## src/rtl/card_shoe.sv

```systemverilog
// ---------------------------------------------------------------------------
// card_shoe -- multi-deck card shoe with in-hardware Fisher-Yates shuffle.
//
// The shoe holds NUM_DECKS x 52 cards. After reset (or a shuffle request)
// the shoe is filled in deck order and then shuffled using an LFSR. Once
// ready, cards are dealt one per request with a one-cycle latency.
//
// Each entry is stored as {suit[1:0], rank0[3:0]} with rank0 = 0..12.
//
// Optional build macro:
//   CARD_SHOE_BYPASS_SHUFFLE_EN - skip the shuffle; cards deal in fill order.
//
// Parameters:
//   NUM_DECKS - decks in the shoe, 1..8
//   LFSR_W    - LFSR width, 6..20 and >= $clog2(52*NUM_DECKS)
//   SEED      - LFSR reset value, non-zero
//   CUT_POS   - dealt-card count at which cut_reached asserts
//
// Ports:
//   clk          in   system clock
//   rst_n        in   asynchronous active-low reset
//   shuffle_req  in   refill and reshuffle (honoured only while ready)
//   deal_req     in   request one card (honoured only while ready)
//   deal_valid   out  one-cycle pulse, card outputs updated
//   deal_err     out  one-cycle pulse, deal requested from an empty shoe
//   card_rank    out  1..13 (1 = ace, 11 = J, 12 = Q, 13 = K)
//   card_suit    out  0 = clubs, 1 = diamonds, 2 = hearts, 3 = spades
//   card_value   out  blackjack points 1..10
//   cards_left   out  undealt cards
//   cut_reached  out  dealt count has reached CUT_POS
//   ready        out  shoe shuffled and accepting requests
// ---------------------------------------------------------------------------
module card_shoe #(
    parameter int                NUM_DECKS = 1,
    parameter int                LFSR_W    = 16,
    parameter logic [LFSR_W-1:0] SEED      = LFSR_W'(16'hACE1),
    parameter int                CUT_POS   = (52 * NUM_DECKS * 3) / 4,
    localparam int               SHOE_SIZE = 52 * NUM_DECKS,
    localparam int               IDX_W     = $clog2(SHOE_SIZE)
) (
    input  logic           clk,
    input  logic           rst_n,
    input  logic           shuffle_req,
    input  logic           deal_req,
    output logic           deal_valid,
    output logic           deal_err,
    output logic [3:0]     card_rank,
    output logic [1:0]     card_suit,
    output logic [3:0]     card_value,
    output logic [IDX_W:0] cards_left,
    output logic           cut_reached,
    output logic           ready
);

    typedef enum logic [1:0] {
        ST_FILL    = 2'd0,
        ST_SHUFFLE = 2'd1,
        ST_READY   = 2'd2
    } state_e;

    // Maximal-length feedback masks (bit n-1 set for tap n).
    function automatic logic [31:0] lfsr_taps(input int w);
        case (w)
            6:       lfsr_taps = 32'h0000_0030;
            7:       lfsr_taps = 32'h0000_0060;
            8:       lfsr_taps = 32'h0000_00B8;
            9:       lfsr_taps = 32'h0000_0110;
            10:      lfsr_taps = 32'h0000_0240;
            11:      lfsr_taps = 32'h0000_0500;
            12:      lfsr_taps = 32'h0000_0829;
            13:      lfsr_taps = 32'h0000_100D;
            14:      lfsr_taps = 32'h0000_2015;
            15:      lfsr_taps = 32'h0000_6000;
            17:      lfsr_taps = 32'h0001_2000;
            18:      lfsr_taps = 32'h0002_0400;
            19:      lfsr_taps = 32'h0004_0023;
            20:      lfsr_taps = 32'h0009_0000;
            default: lfsr_taps = 32'h0000_D008;
        endcase
    endfunction

    localparam logic [31:0]       TAPS_ALL = lfsr_taps(LFSR_W);
    localparam logic [LFSR_W-1:0] TAPS     = TAPS_ALL[LFSR_W-1:0];
    localparam logic [IDX_W-1:0]  LAST_IDX = IDX_W'(SHOE_SIZE - 1);
    localparam logic [IDX_W-1:0]  IDX_ONE  = IDX_W'(1);
    localparam logic [IDX_W:0]    SHOE_CNT = (IDX_W + 1)'(SHOE_SIZE);
    localparam logic [IDX_W:0]    CUT_CNT  = (IDX_W + 1)'(CUT_POS);
    localparam logic [IDX_W:0]    CNT_ONE  = (IDX_W + 1)'(1);

    logic [5:0] shoe_mem [SHOE_SIZE];

    state_e            state_q,      state_d;
    logic [LFSR_W-1:0] lfsr_q,       lfsr_d;
    logic [IDX_W-1:0]  fill_idx_q,   fill_idx_d;
    logic [3:0]        fill_rank_q,  fill_rank_d;
    logic [1:0]        fill_suit_q,  fill_suit_d;
    logic [IDX_W-1:0]  shuf_i_q,     shuf_i_d;
    logic [IDX_W-1:0]  deal_ptr_q,   deal_ptr_d;
    logic [IDX_W:0]    cards_left_q, cards_left_d;
    logic              cut_q,        cut_d;
    logic              valid_q,      valid_d;
    logic              err_q,        err_d;
    logic [3:0]        rank_q,       rank_d;
    logic [1:0]        suit_q,       suit_d;
    logic [3:0]        value_q,      value_d;

    logic             fill_we;
    logic             swap_en;
    logic [IDX_W-1:0] swap_j;
    logic [5:0]       deal_entry;
    logic [IDX_W:0]   dealt_after;

    assign swap_j      = lfsr_q[IDX_W-1:0];
    assign deal_entry  = shoe_mem[deal_ptr_q];
    assign dealt_after = SHOE_CNT - cards_left_q + CNT_ONE;

    // NOTE: every variable driven here gets a default first, so no path can
    // leave one unassigned and infer a latch.
    always_comb begin
        state_d      = state_q;
        lfsr_d       = {lfsr_q[LFSR_W-2:0], ^(lfsr_q & TAPS)};
        fill_idx_d   = fill_idx_q;
        fill_rank_d  = fill_rank_q;
        fill_suit_d  = fill_suit_q;
        shuf_i_d     = shuf_i_q;
        deal_ptr_d   = deal_ptr_q;
        cards_left_d = cards_left_q;
        cut_d        = cut_q;
        valid_d      = 1'b0;
        err_d        = 1'b0;
        rank_d       = rank_q;
        suit_d       = suit_q;
        value_d      = value_q;
        fill_we      = 1'b0;
        swap_en      = 1'b0;

        case (state_q)
            ST_FILL: begin
                fill_we    = 1'b1;
                fill_idx_d = fill_idx_q + IDX_ONE;
                // Rank counts 0..12, then rolls into the next suit; the
                // 2-bit suit wraps naturally between decks.
                if (fill_rank_q == 4'd12) begin
                    fill_rank_d = 4'd0;
                    fill_suit_d = fill_suit_q + 2'd1;
                end else begin
                    fill_rank_d = fill_rank_q + 4'd1;
                end
                if (fill_idx_q == LAST_IDX) begin
`ifdef CARD_SHOE_BYPASS_SHUFFLE_EN
                    state_d      = ST_READY;
                    deal_ptr_d   = '0;
                    cards_left_d = SHOE_CNT;
                    cut_d        = 1'b0;
`else
                    state_d  = ST_SHUFFLE;
                    shuf_i_d = LAST_IDX;
`endif
                end
            end

            ST_SHUFFLE: begin
                // Rejection sampling: an out-of-range j just waits for the
                // next LFSR value, keeping the permutation unbiased.
                if (swap_j <= shuf_i_q) begin
                    swap_en  = 1'b1;
                    shuf_i_d = shuf_i_q - IDX_ONE;
                    if (shuf_i_q == IDX_ONE) begin
                        state_d      = ST_READY;
                        deal_ptr_d   = '0;
                        cards_left_d = SHOE_CNT;
                        cut_d        = 1'b0;
                    end
                end
            end

            ST_READY: begin
                if (shuffle_req) begin
                    state_d      = ST_FILL;
                    fill_idx_d   = '0;
                    fill_rank_d  = 4'd0;
                    fill_suit_d  = 2'd0;
                    cards_left_d = '0;
                    cut_d        = 1'b0;
                end else if (deal_req) begin
                    if (cards_left_q != '0) begin
                        valid_d      = 1'b1;
                        rank_d       = deal_entry[3:0] + 4'd1;
                        suit_d       = deal_entry[5:4];
                        value_d      = (deal_entry[3:0] <= 4'd9) ? deal_entry[3:0] + 4'd1 : 4'd10;
                        deal_ptr_d   = deal_ptr_q + IDX_ONE;
                        cards_left_d = cards_left_q - CNT_ONE;
                        if (dealt_after >= CUT_CNT) begin
                            cut_d = 1'b1;
                        end
                    end else begin
                        err_d = 1'b1;
                    end
                end
            end

            default: state_d = ST_FILL;
        endcase
    end

    // NOTE: sequential state uses non-blocking assignments so every register
    // samples the pre-edge values, regardless of statement order.
    always_ff @(posedge clk or negedge rst_n) begin
        if (!rst_n) begin
            state_q      <= ST_FILL;
            lfsr_q       <= SEED;
            fill_idx_q   <= '0;
            fill_rank_q  <= 4'd0;
            fill_suit_q  <= 2'd0;
            shuf_i_q     <= '0;
            deal_ptr_q   <= '0;
            cards_left_q <= '0;
            cut_q        <= 1'b0;
            valid_q      <= 1'b0;
            err_q        <= 1'b0;
            rank_q       <= 4'd0;
            suit_q       <= 2'd0;
            value_q      <= 4'd0;
        end else begin
            state_q      <= state_d;
            lfsr_q       <= lfsr_d;
            fill_idx_q   <= fill_idx_d;
            fill_rank_q  <= fill_rank_d;
            fill_suit_q  <= fill_suit_d;
            shuf_i_q     <= shuf_i_d;
            deal_ptr_q   <= deal_ptr_d;
            cards_left_q <= cards_left_d;
            cut_q        <= cut_d;
            valid_q      <= valid_d;
            err_q        <= err_d;
            rank_q       <= rank_d;
            suit_q       <= suit_d;
            value_q      <= value_d;
        end
    end

    // NOTE: the shoe storage is deliberately not reset; FILL rewrites every
    // entry before anything reads it, so a reset would only cost logic.
    always_ff @(posedge clk) begin
        if (fill_we) begin
            shoe_mem[fill_idx_q] <= {fill_suit_q, fill_rank_q};
        end else if (swap_en) begin
            shoe_mem[shuf_i_q] <= shoe_mem[swap_j];
            shoe_mem[swap_j]   <= shoe_mem[shuf_i_q];
        end
    end

    assign deal_valid  = valid_q;
    assign deal_err    = err_q;
    assign card_rank   = rank_q;
    assign card_suit   = suit_q;
    assign card_value  = value_q;
    assign cards_left  = cards_left_q;
    assign cut_reached = cut_q;
    assign ready       = (state_q == ST_READY);

endmodule
```

## config.mk

```make
export PLATFORM = sky130hd
export DESIGN_NAME = card_shoe
export DESIGN_NICKNAME = d
export VERILOG_FILES = /design/src/rtl/card_shoe.sv
export SDC_FILE = /design/constraint.sdc
export NUM_CORES = 1
export LEC_CHECK = 0
export BUFFER_PORTS_ARGS = -buffer_cell sky130_fd_sc_hd__buf_4
export CORE_MARGIN = 4
export CORE_UTILIZATION = 50
export CTS_BUF_LIST = sky130_fd_sc_hd__clkbuf_4 sky130_fd_sc_hd__clkbuf_8
export CTS_CLUSTER_DIAMETER = 120
export DETAILED_ROUTE_END_ITERATION = 10
export HOLD_SLACK_MARGIN = 0.12
export PLACE_DENSITY = 0.65
export SETUP_SLACK_MARGIN = 0.4
export SYNTH_ARGS = -nofsm -noshare
export SYNTH_HDL_FRONTEND = slang
export SYNTH_SLANG_ARGS = --single-unit
```

## constraint.sdc

```tcl
create_clock -name clk -period 5.9 [get_ports clk]
set_clock_uncertainty 0.05 [all_clocks]
set_input_delay 0.295 -clock clk [delete_from_list [all_inputs] [get_ports clk]]
set_output_delay 0.295 -clock clk [all_outputs]
set_load 0.005 [all_outputs]
```

* Word level (Yosys, flattened, before mapping)
Memory sizes are Yosys's and may differ from the RTL's.
Cells that the tools add are included.
** Cells by class
- $add $sub $neg :: 9
- $mul :: 0
- Divide/modulo/power cells :: 0
- $lt $le $gt $ge :: 3
- Equal/unequal tests :: 16
- Shift-type cells :: 0
- Muxes and demuxes :: 54
- Bitwise logic cells :: 1
- Reductions and logical operators :: 15
** Operators with widths (count)
- 6-bit 2-to-1 mux :: 10
- 6-bit one-hot mux with 2 select lines :: 3
- 7-bit 2-to-1 mux :: 5
- 1-bit 2-to-1 mux :: 23
- 16-bit parity :: 1
- 2-bit inequality test, second input constant :: 7
- 7-bit one-hot mux with 2 select lines :: 1
- 6-bit by 1-bit adder with 6-bit output, second input constant :: 2
- 4-bit 2-to-1 mux :: 3
- 6-bit AND reduction :: 2
- 2-bit 2-to-1 mux :: 5
- 4-bit by 1-bit adder with 4-bit output, second input constant :: 2
- 4-bit one-hot mux with 2 select lines :: 1
- 4-bit AND reduction :: 2
- 7-bit by 1-bit adder with 7-bit output, second input constant :: 1
- 7-bit by 6-bit greater-or-equal comparator with 1-bit output, second input constant :: 1
- 7-bit nonzero test :: 1
- 6-bit by 7-bit subtractor with 7-bit output, first input constant :: 1
- 7-bit by 1-bit subtractor with 7-bit output, second input constant :: 1
- 6-bit by 1-bit equality test with 1-bit output, second input constant :: 1
- 6-bit equality test, second input constant :: 1
- 6-bit less-or-equal comparator :: 1
- 3-bit by 2-bit inequality test with 1-bit output, second input constant :: 2
- 2-bit one-hot mux with 3 select lines :: 1
- other kinds (17) :: 20
** Storage, ports and cells
- Bits in registers :: 62
- Bits in latches :: 0
- Memory bits (writable) :: 312
- Bits in read-only memories :: 0
- Bits of input ports :: 4
- Output and inout port bits :: 21
- Word-level logic and storage cells :: 113
- Memories kept :: 1
** Memory list
- shoe_mem :: words 52, bits a word 6, rd ports 3, clocked after memory_dff 0, write ports 2, RTL line 90 : logic [5:0] shoe_mem [SHOE_SIZE];

* Logic depth before layout (Yosys ltp)
Gate-level depths: netlist of run 1.
- Depth in word-level cells :: 8
- Depth in mapped cells :: 16
- Gate-level depth less buffers :: 11

* Worst setup path after synthesis of run 1
No wires, ideal clock.
- Kind :: reg-to-reg
- From :: register shuf_i_q[1]
- To :: memory shoe_mem[30][0], enable pin
- Library setup time :: 0.377 ns
- Arrival time :: 4.023 ns
- Path slack :: 1.450 ns
- Cell stages (with the launch flop) :: 16
- Path buffers :: 6
- Period minus slack after synthesis :: 4.450 ns
- Cells stage by stage :: dfrtp_1 -> buf_2 -> buf_2 -> buf_2 -> buf_1 -> inv_1 -> ha_1 -> nand3_1 -> o221ai_1 -> a211o_1 -> a21oi_1 -> clkbuf_1 -> clkbuf_1 -> mux2i_1 -> nand2_1 -> o21ai_0
** RTL lines
- start, declared :: RTL line 97 : logic [IDX_W-1:0] shuf_i_q, shuf_i_d;
- start signal, assigned :: RTL line 230 : shuf_i_q <= shuf_i_d;
- end, declared :: RTL line 90

==> out/metrics.yaml, run 1 <==
critical_path:
  reg2reg_slack_ns: 0.93
  end_kind: "register"
  cp-start-kind: "register"
  worstPathMaxFanout: 40
  reg2reg_from: "lfsr_q[2]"
  cp.required_ns: 6.31
  worst_r2r_path_depth: 9
  crit_arrival_ns: 5.38
  r2r-end: "shoe_mem[11][1]"
  worstSetupPathType: "reg2reg"
logic_synthesis:
  yosysWarnings: 0
  ys_types: 80
  netlist_instances: 1903
  syn-cell-area_um2: 24600
  synth_top_area_share: 0.380
  yosysMostFrequentCell: "edfxtp_1"
  netlist_top_cells_count: "312 x edfxtp_1, 286 x mux2i_1, 190 x mux4_2, 144 x nand2_1, 88 x a22oi_1"
  synthArstFlopShare: 0.166
  syn-num-nets: 1929
  synthFlopType: "edfxtp_1"
  yosys.area.top_type: "edfxtp_1"
  yosysSeqAreaShare: 0.444
  ys_seq_elements: 374
  synth.top_cells.by_area: "edfxtp_1 38%, mux4_2 17%, mux2i_1 12%"
  synth_edf_count: 312
  syn_avg_cell_area_um2: 12.9
sta:
  max_freq_mhz: 201
  rsz0062_at_grt: "no"
  setup_viol: 0
  relSlewSlack: -0.0603
  tightest_slew_ns: 1.59
  min_period_ns: 4.97
  drv_slew: 21
  fin_crit_sh: 0.842
  hold_viol: 0
  tns_ns: 0
  fin_ws_ns: 0.934
global_route:
  antenna_found_initial: 0
  grt_pass1_wl_mm: 134
  grt_usage: 0.344
  grt_overflow_total: 0
  grt_max_degree: 63
  grt_pass1_vias: 19000
clock_tree:
  postCtsSetupBuffers: 0
  clockRootBuffer: "clkbuf_8"
  clk_latency_ns: 0.66
  htreeDepth: 3
  clockBufferDepth: 3
  cts_tree: "done"
  cts_buffers: 69
  cts_resized: 0
  path_clk_slew_ns: 0.06
  numClockSinks: 374
cells_and_area:
  layout-drive-gt1-share: 0.247
  fin_area_um2: 26700
  syn2layout_area_growth_pct: 8.54
  final_nets: 1889
  n_fill_cell: 4080
routing:
  via_per_inst: 7.57
  num_vias: 19500
  post_drt_wl_per_cell_um: 35.5
  drtPass1Iterations: 8
  drc_errors: 0
  wirelength_mm: 91.6
  ant_nets: 0
  drtIter0Drc: 3258
placed_design:
  numPortBuffers: 24
  gp_congestion: 0.976
  dp_hpwl_mm: 60.8
  dp_slack_ns: 1.29
  place_area_um2: 25300
worst_hold_path:
  hold_path_class: "in2async"
run_status:
  status: "finished, violations left"
  failed_checks: "capacitance limit, slew limit"
power_and_ir_drop:
  leakage_uw: 0.00870
  p_total_uw: 14500
  powerDensity_nw_per_um2: 542
  vdd_drop_max_uv: 476
run:
  maxCapViolCount: 1
floorplanning:
  start_util: 0.504
  num_io_pins: 25
  die_w_um: 230
  core_area_um2: 48800
  die-height_um: 230
  dieArea_um2: 52900
  rows: 81
repair_timing:
action | 4_1_cts | 5_1_grt
hold buffers | 4 | 0
endpoints found under the hold margin | 73 | 0
setup endpoints to repair | 0 | 0
cells in the final DEF, fill, tap and decap left out, drive strengths merged, types with 54 or more instances in the layout:
cell      n
clkbuf  104
mux4    190
dfrtp    54
mux2i   286
nor2     59
buf      80
o21ai    58
nand2   144
nor3     64
edfxtp  312
a22oi    88
sequential cells by signal, summed over array words and instances, names as in the netlist:
signal,flops
shoe_mem,312
cut_reached,1
deal_ptr_q,6
fill_idx_q,6
card_value,4
card_rank,4
fill_suit_q,2
fill_rank_q,4
state_q,2
card_suit,2
deal_valid,1
shuf_i_q,6
deal_err,1
lfsr_q,16
cards_left,7
layer usage:
metal,track usage,part of all wire,vias up
li1,-,-,7633
met1,0.451,0.36,9754
met4,0.189,0.067,0
met3,0.138,0.15,368
met2,0.489,0.42,1776
met5,0,0,-
cell families after synthesis:
group           after synthesis  synth area share
compound gates              397             0.118
xor+xnor                     10           0.00356
fa+ha+maj                    22            0.0112
buf+inv                     222            0.0433
flops                       374             0.444
mux                         484             0.294
simple gates                394            0.0865
through the flow:
step,std cells,util,hold slack (ns)
final,2581,0.547,0.230
after global routing,2580,0.547,0.290
after CTS,2580,0.547,0.221
after detailed placement,2452,0.518,0.286
after global placement,2452,0.518,0.286
after floorplan,1903,-,-0.0506
critical path, stage by stage, from the launching register on:
cell      delay, ns
dfrtp_1        0.85
buf_4          0.41
and3_1         1.28
a22oi_1        0.31
o211ai_1       0.21
a211oi_1       0.10
o32ai_1        0.59
a21boi_4       0.23
buf_4          0.34
o31ai_1        0.31
how the worst max path moves through the flow:
stage	from	end	slack, ns
6_report	lfsr_q[2]	shoe_mem[11][1]	0.93
5_1_grt	shuf_i_q[1]	shoe_mem[48][0]	0.98
4_1_cts	shuf_i_q[1]	shoe_mem[41][0]	1.27
3_5_place_dp	lfsr_q[2]	shoe_mem[16][1]	1.29
3_3_place_gp	shuf_i_q[1]	shoe_mem[41][5]	1.37
2_1_floorplan	shuf_i_q[1]	shoe_mem[30][0]	1.45
report_power, final:
part	internal, µW	total (µW)	switching (µW)
sequential	3750	4400	643
combinational	2710	7500	4780
clock	1420	2590	1170
layout make-up:
type	count	area, µm²	share of cell area
clock inverter	20	129	0.00482
inverter	27	101	0.00379
clock buffer	104	1270	0.0475
tap	664	831	0.0311
antenna	1	2.50	0.0000936
multi-input combinational	1307	12700	0.477
sequential	374	10900	0.409
timing repair buffer	84	716	0.0268
No activity file was read; power rests on OpenSTA's default activity.
==> inputs of run 2 (changes only) <==
Clock period 5.9 ns to 4.77 ns, I/O delays scaled along.
==> run 2 against run 1 <==
  * Global-route usage rose by 0.25 points
  * Design area rose by 3.1%
  * Register-to-register slack got worse by 0.52 ns
  * Die area did not move
  * Non-clock buffer count rose by 104
  * The run now ends clean
  * Total power rose by 24%
  * Clock-buffer cell count fell by 4
  * Sequential share of layout area fell by 1.2 points
  * Sequential power rose by 20%
  * Largest cell class unchanged
  * Via count rose by 1.4%
==> out/metrics.yaml, run 2 (synthesized netlist as in run 1, its figures left out) <==
run_status:
  status: "finished, final reports clean"  # was finished, violations left
sta:
  setup_viol: 0  # unchanged
  tightest_slew_ns: 1.38  # was 1.59 ns
  tns_ns: 0  # unchanged
  min_period_ns: 4.35  # was 4.97 ns
  fin_crit_sh: 0.913  # was 0.842
  timing.hold.ws_ns: 0.159  # was 0.230 ns
  rsz0062_at_grt: "yes"  # was no
  relSlewSlack: 0.0756  # was -0.0603
  drv_slew: 0  # was 21
  max_freq_mhz: 230  # was 201 MHz
  hold_viol: 0  # unchanged
floorplanning:
  die-height_um: 230  # unchanged
  start_util: 0.504  # unchanged
  num_io_pins: 25  # unchanged
  dieArea_um2: 52900  # unchanged
  rows: 81  # unchanged
  core_area_um2: 48800  # unchanged
  die_w_um: 230  # unchanged
critical_path:
  reg2reg_from: "lfsr_q[1]"  # was lfsr_q[2]
  worstPathMaxFanout: 29  # was 40
  worst_r2r_path_depth: 9  # unchanged
  max_stage_delay_ns: 0.88  # was 1.28 ns
  worstPathCellList: "buf_4, ha_1, nand3_1, o221ai_1, a211o_1, a21o_4, o21ai_0, nand2_1, o21bai_1"  # was buf_4, and3_1, a22oi_1, o211ai_1, a211oi_1, o32ai_1, a21boi_4, buf_4, o31ai_1
  slowest_stage: "o21bai_1"  # was and3_1
  cp-start-kind: "register"  # unchanged
  critPathLaunch: "lfsr_q[1]"  # was lfsr_q[2]
  crit_arrival_ns: 4.57  # was 5.38 ns
  reg2reg_slack_ns: 0.42  # was 0.93 ns
  cp.required_ns: 4.98  # was 6.31 ns
  worstSetupPathType: "reg2reg"  # unchanged
  r2r-end: "shoe_mem[51][3]"  # was shoe_mem[11][1]
  end_kind: "register"  # unchanged
clock_tree:
  path_clk_slew_ns: 0.06  # about the same
  cts_tree: "done"  # unchanged
  numClockSinks: 374  # unchanged
  htreeDepth: 3  # unchanged
  postCtsSetupBuffers: 0  # unchanged
  clockRootBuffer: "clkbuf_8"  # unchanged
  clockBufferDepth: 3  # unchanged
  cts_buffers: 69  # unchanged
  clk_latency_ns: 0.67  # was 0.66 ns
power_and_ir_drop:
  switchingPower_uw: 8100  # was 6600 µW
  vdd_drop_max_uv: 547  # was 476 µV
  p_sw_frac: 0.450  # was 0.456
  seqPwrFrac: 0.294  # was 0.304
  leakage_uw: 0.00926  # was 0.00870 µW
  p_int_uw: 9910  # was 7880 µW
  pwr-share-comb: 0.531  # was 0.518
  powerDensity_nw_per_um2: 653  # was 542 nW/µm²
  pwr-share-clk: 0.175  # was 0.179
  p_total_uw: 18000  # was 14,500 µW
global_route:
  met1_usage: 0.457  # was 0.451
  grt_pass1_vias: 19100  # was 19,000
  grt_max_degree: 85  # was 63
  antenna_found_initial: 5  # was 0
  grtUsageMet2: 0.488  # was 0.489
  grt_usage: 0.346  # was 0.344
  grt_pass1_wl_mm: 135  # was 134 mm
  grt_overflow_total: 0  # unchanged
  top_usage_layer: "met2"  # unchanged
  grt_util_met3: 0.142  # was 0.138
placed_design:
  dp_hpwl_mm: 63.4  # was 60.8 mm
  numPortBuffers: 24  # unchanged
  gp_congestion: 1.07  # was 0.976
cells_and_area:
  final_common_cell: "edfxtp_1"  # unchanged
  mostFrequentLayoutCells: "312 x edfxtp_1, 285 x mux2i_1, 190 x mux4_2"  # unchanged
  layout-drive-gt1-share: 0.284  # was 0.247
  syn2layout_area_growth_pct: 11.9  # was 8.54%
  regMostFlops: "shoe_mem"  # unchanged
  final_nets: 1993  # was 1,889
  largest_reg_flops: 312  # unchanged
routing:
  ant_nets: 0  # unchanged
  drtPass1Iterations: 6  # was 8
  post_drt_wl_per_cell_um: 34.5  # was 35.5 µm
  via_per_inst: 7.37  # was 7.57
  wirelength_mm: 92.7  # was 91.6 mm
  num_vias: 19800  # was 19,500
  drtIter0Drc: 3491  # was 3,258
  drc_errors: 0  # unchanged
worst_hold_path:
  hold_path_class: "in2async"  # unchanged
run:
  maxCapViolCount: 0  # was 1
[run 2: cell count changes in the layout (fill, tap and decap cells not counted), moves of 4 or more]
| cell | before | now |
|---|---|---|
| clkbuf_4 | 26 | 18 |
| clkinv_1 | 10 | 14 |
| buf_4 | 74 | 175 |
| clkbuf_8 | 78 | 82 |
| clkinvlp_4 | 6 | 0 |
| diode_2 | 1 | 6 |
[run 2: repair_timing]
action | in CTS | in global routing
gates resized for setup | 0 | 5
endpoints found under the hold margin | 74 | 0
setup endpoints to repair | 0 | 80
hold buffers | 4 | 0
[run 2: worst max-delay path, delay by kind of cell (launching register included)]
kind | cells | cell delay (ns)
adders and majority gates | 1 | 0.24
and+or+nand+nor | 2 | 0.67
buffers and inverters | 1 | 0.25
DFF | 1 | 0.54
AOI/OAI and AO/OA | 5 | 2.20
[run 2: worst max-delay path by stage]
stage,endpoint,slack [ns]
floorplan,shoe_mem[30][0],0.32
global placement,shoe_mem[42][2],0.50
detailed placement,shoe_mem[8][3],0.48
CTS,shoe_mem[42][0],0.48
global route,shoe_mem[51][4],0.40
finish,shoe_mem[51][3],0.42
[run 2: layer usage]
layer / share of wire / up-vias
met5: 0.00037 / -
met2: 0.42 / 1799
li1: - / 7836
met4: 0.069 / 6
met1: 0.36 / 9762
met3: 0.15 / 401
[run 2: power groups by stage]
stage | registers (µW) | logic, µW | clock network [µW]
3_5_place_dp | 5330 | 9210 | 0
5_1_grt | 5340 | 9960 | 3330
6_report | 5300 | 9570 | 3150
2_1_floorplan | 4910 | 6330 | 0
4_1_cts | 5270 | 9260 | 3180
3_3_place_gp | 5310 | 9020 | 0
[run 2: cell type report]
cell class | instances | area, µm²
Antenna cell | 6 | 15.0
Clock buffer | 100 | 1260
Clock inverter | 20 | 113
Fill cell | 3997 | 21300
Inverter | 27 | 101
Multi-Input combinational cell | 1307 | 12800
Sequential cell | 374 | 10900
Tap cell | 664 | 831
Timing Repair Buffer | 188 | 1530
[run 2: stage by stage]
| step | setup WS [ns] | util | instance area [µm²] | instances |
|---|---|---|---|---|
| 6_report | 0.416 | 0.564 | 27600 | 2686 |
| 5_1_grt | 0.400 | 0.564 | 27600 | 2681 |
| 4_1_cts | 0.481 | 0.564 | 27500 | 2680 |
| 3_5_place_dp | 0.483 | 0.535 | 26100 | 2556 |
| 3_3_place_gp | 0.497 | 0.535 | 26100 | 2556 |
| 2_1_floorplan | 0.320 | - | 24600 | 1903 |
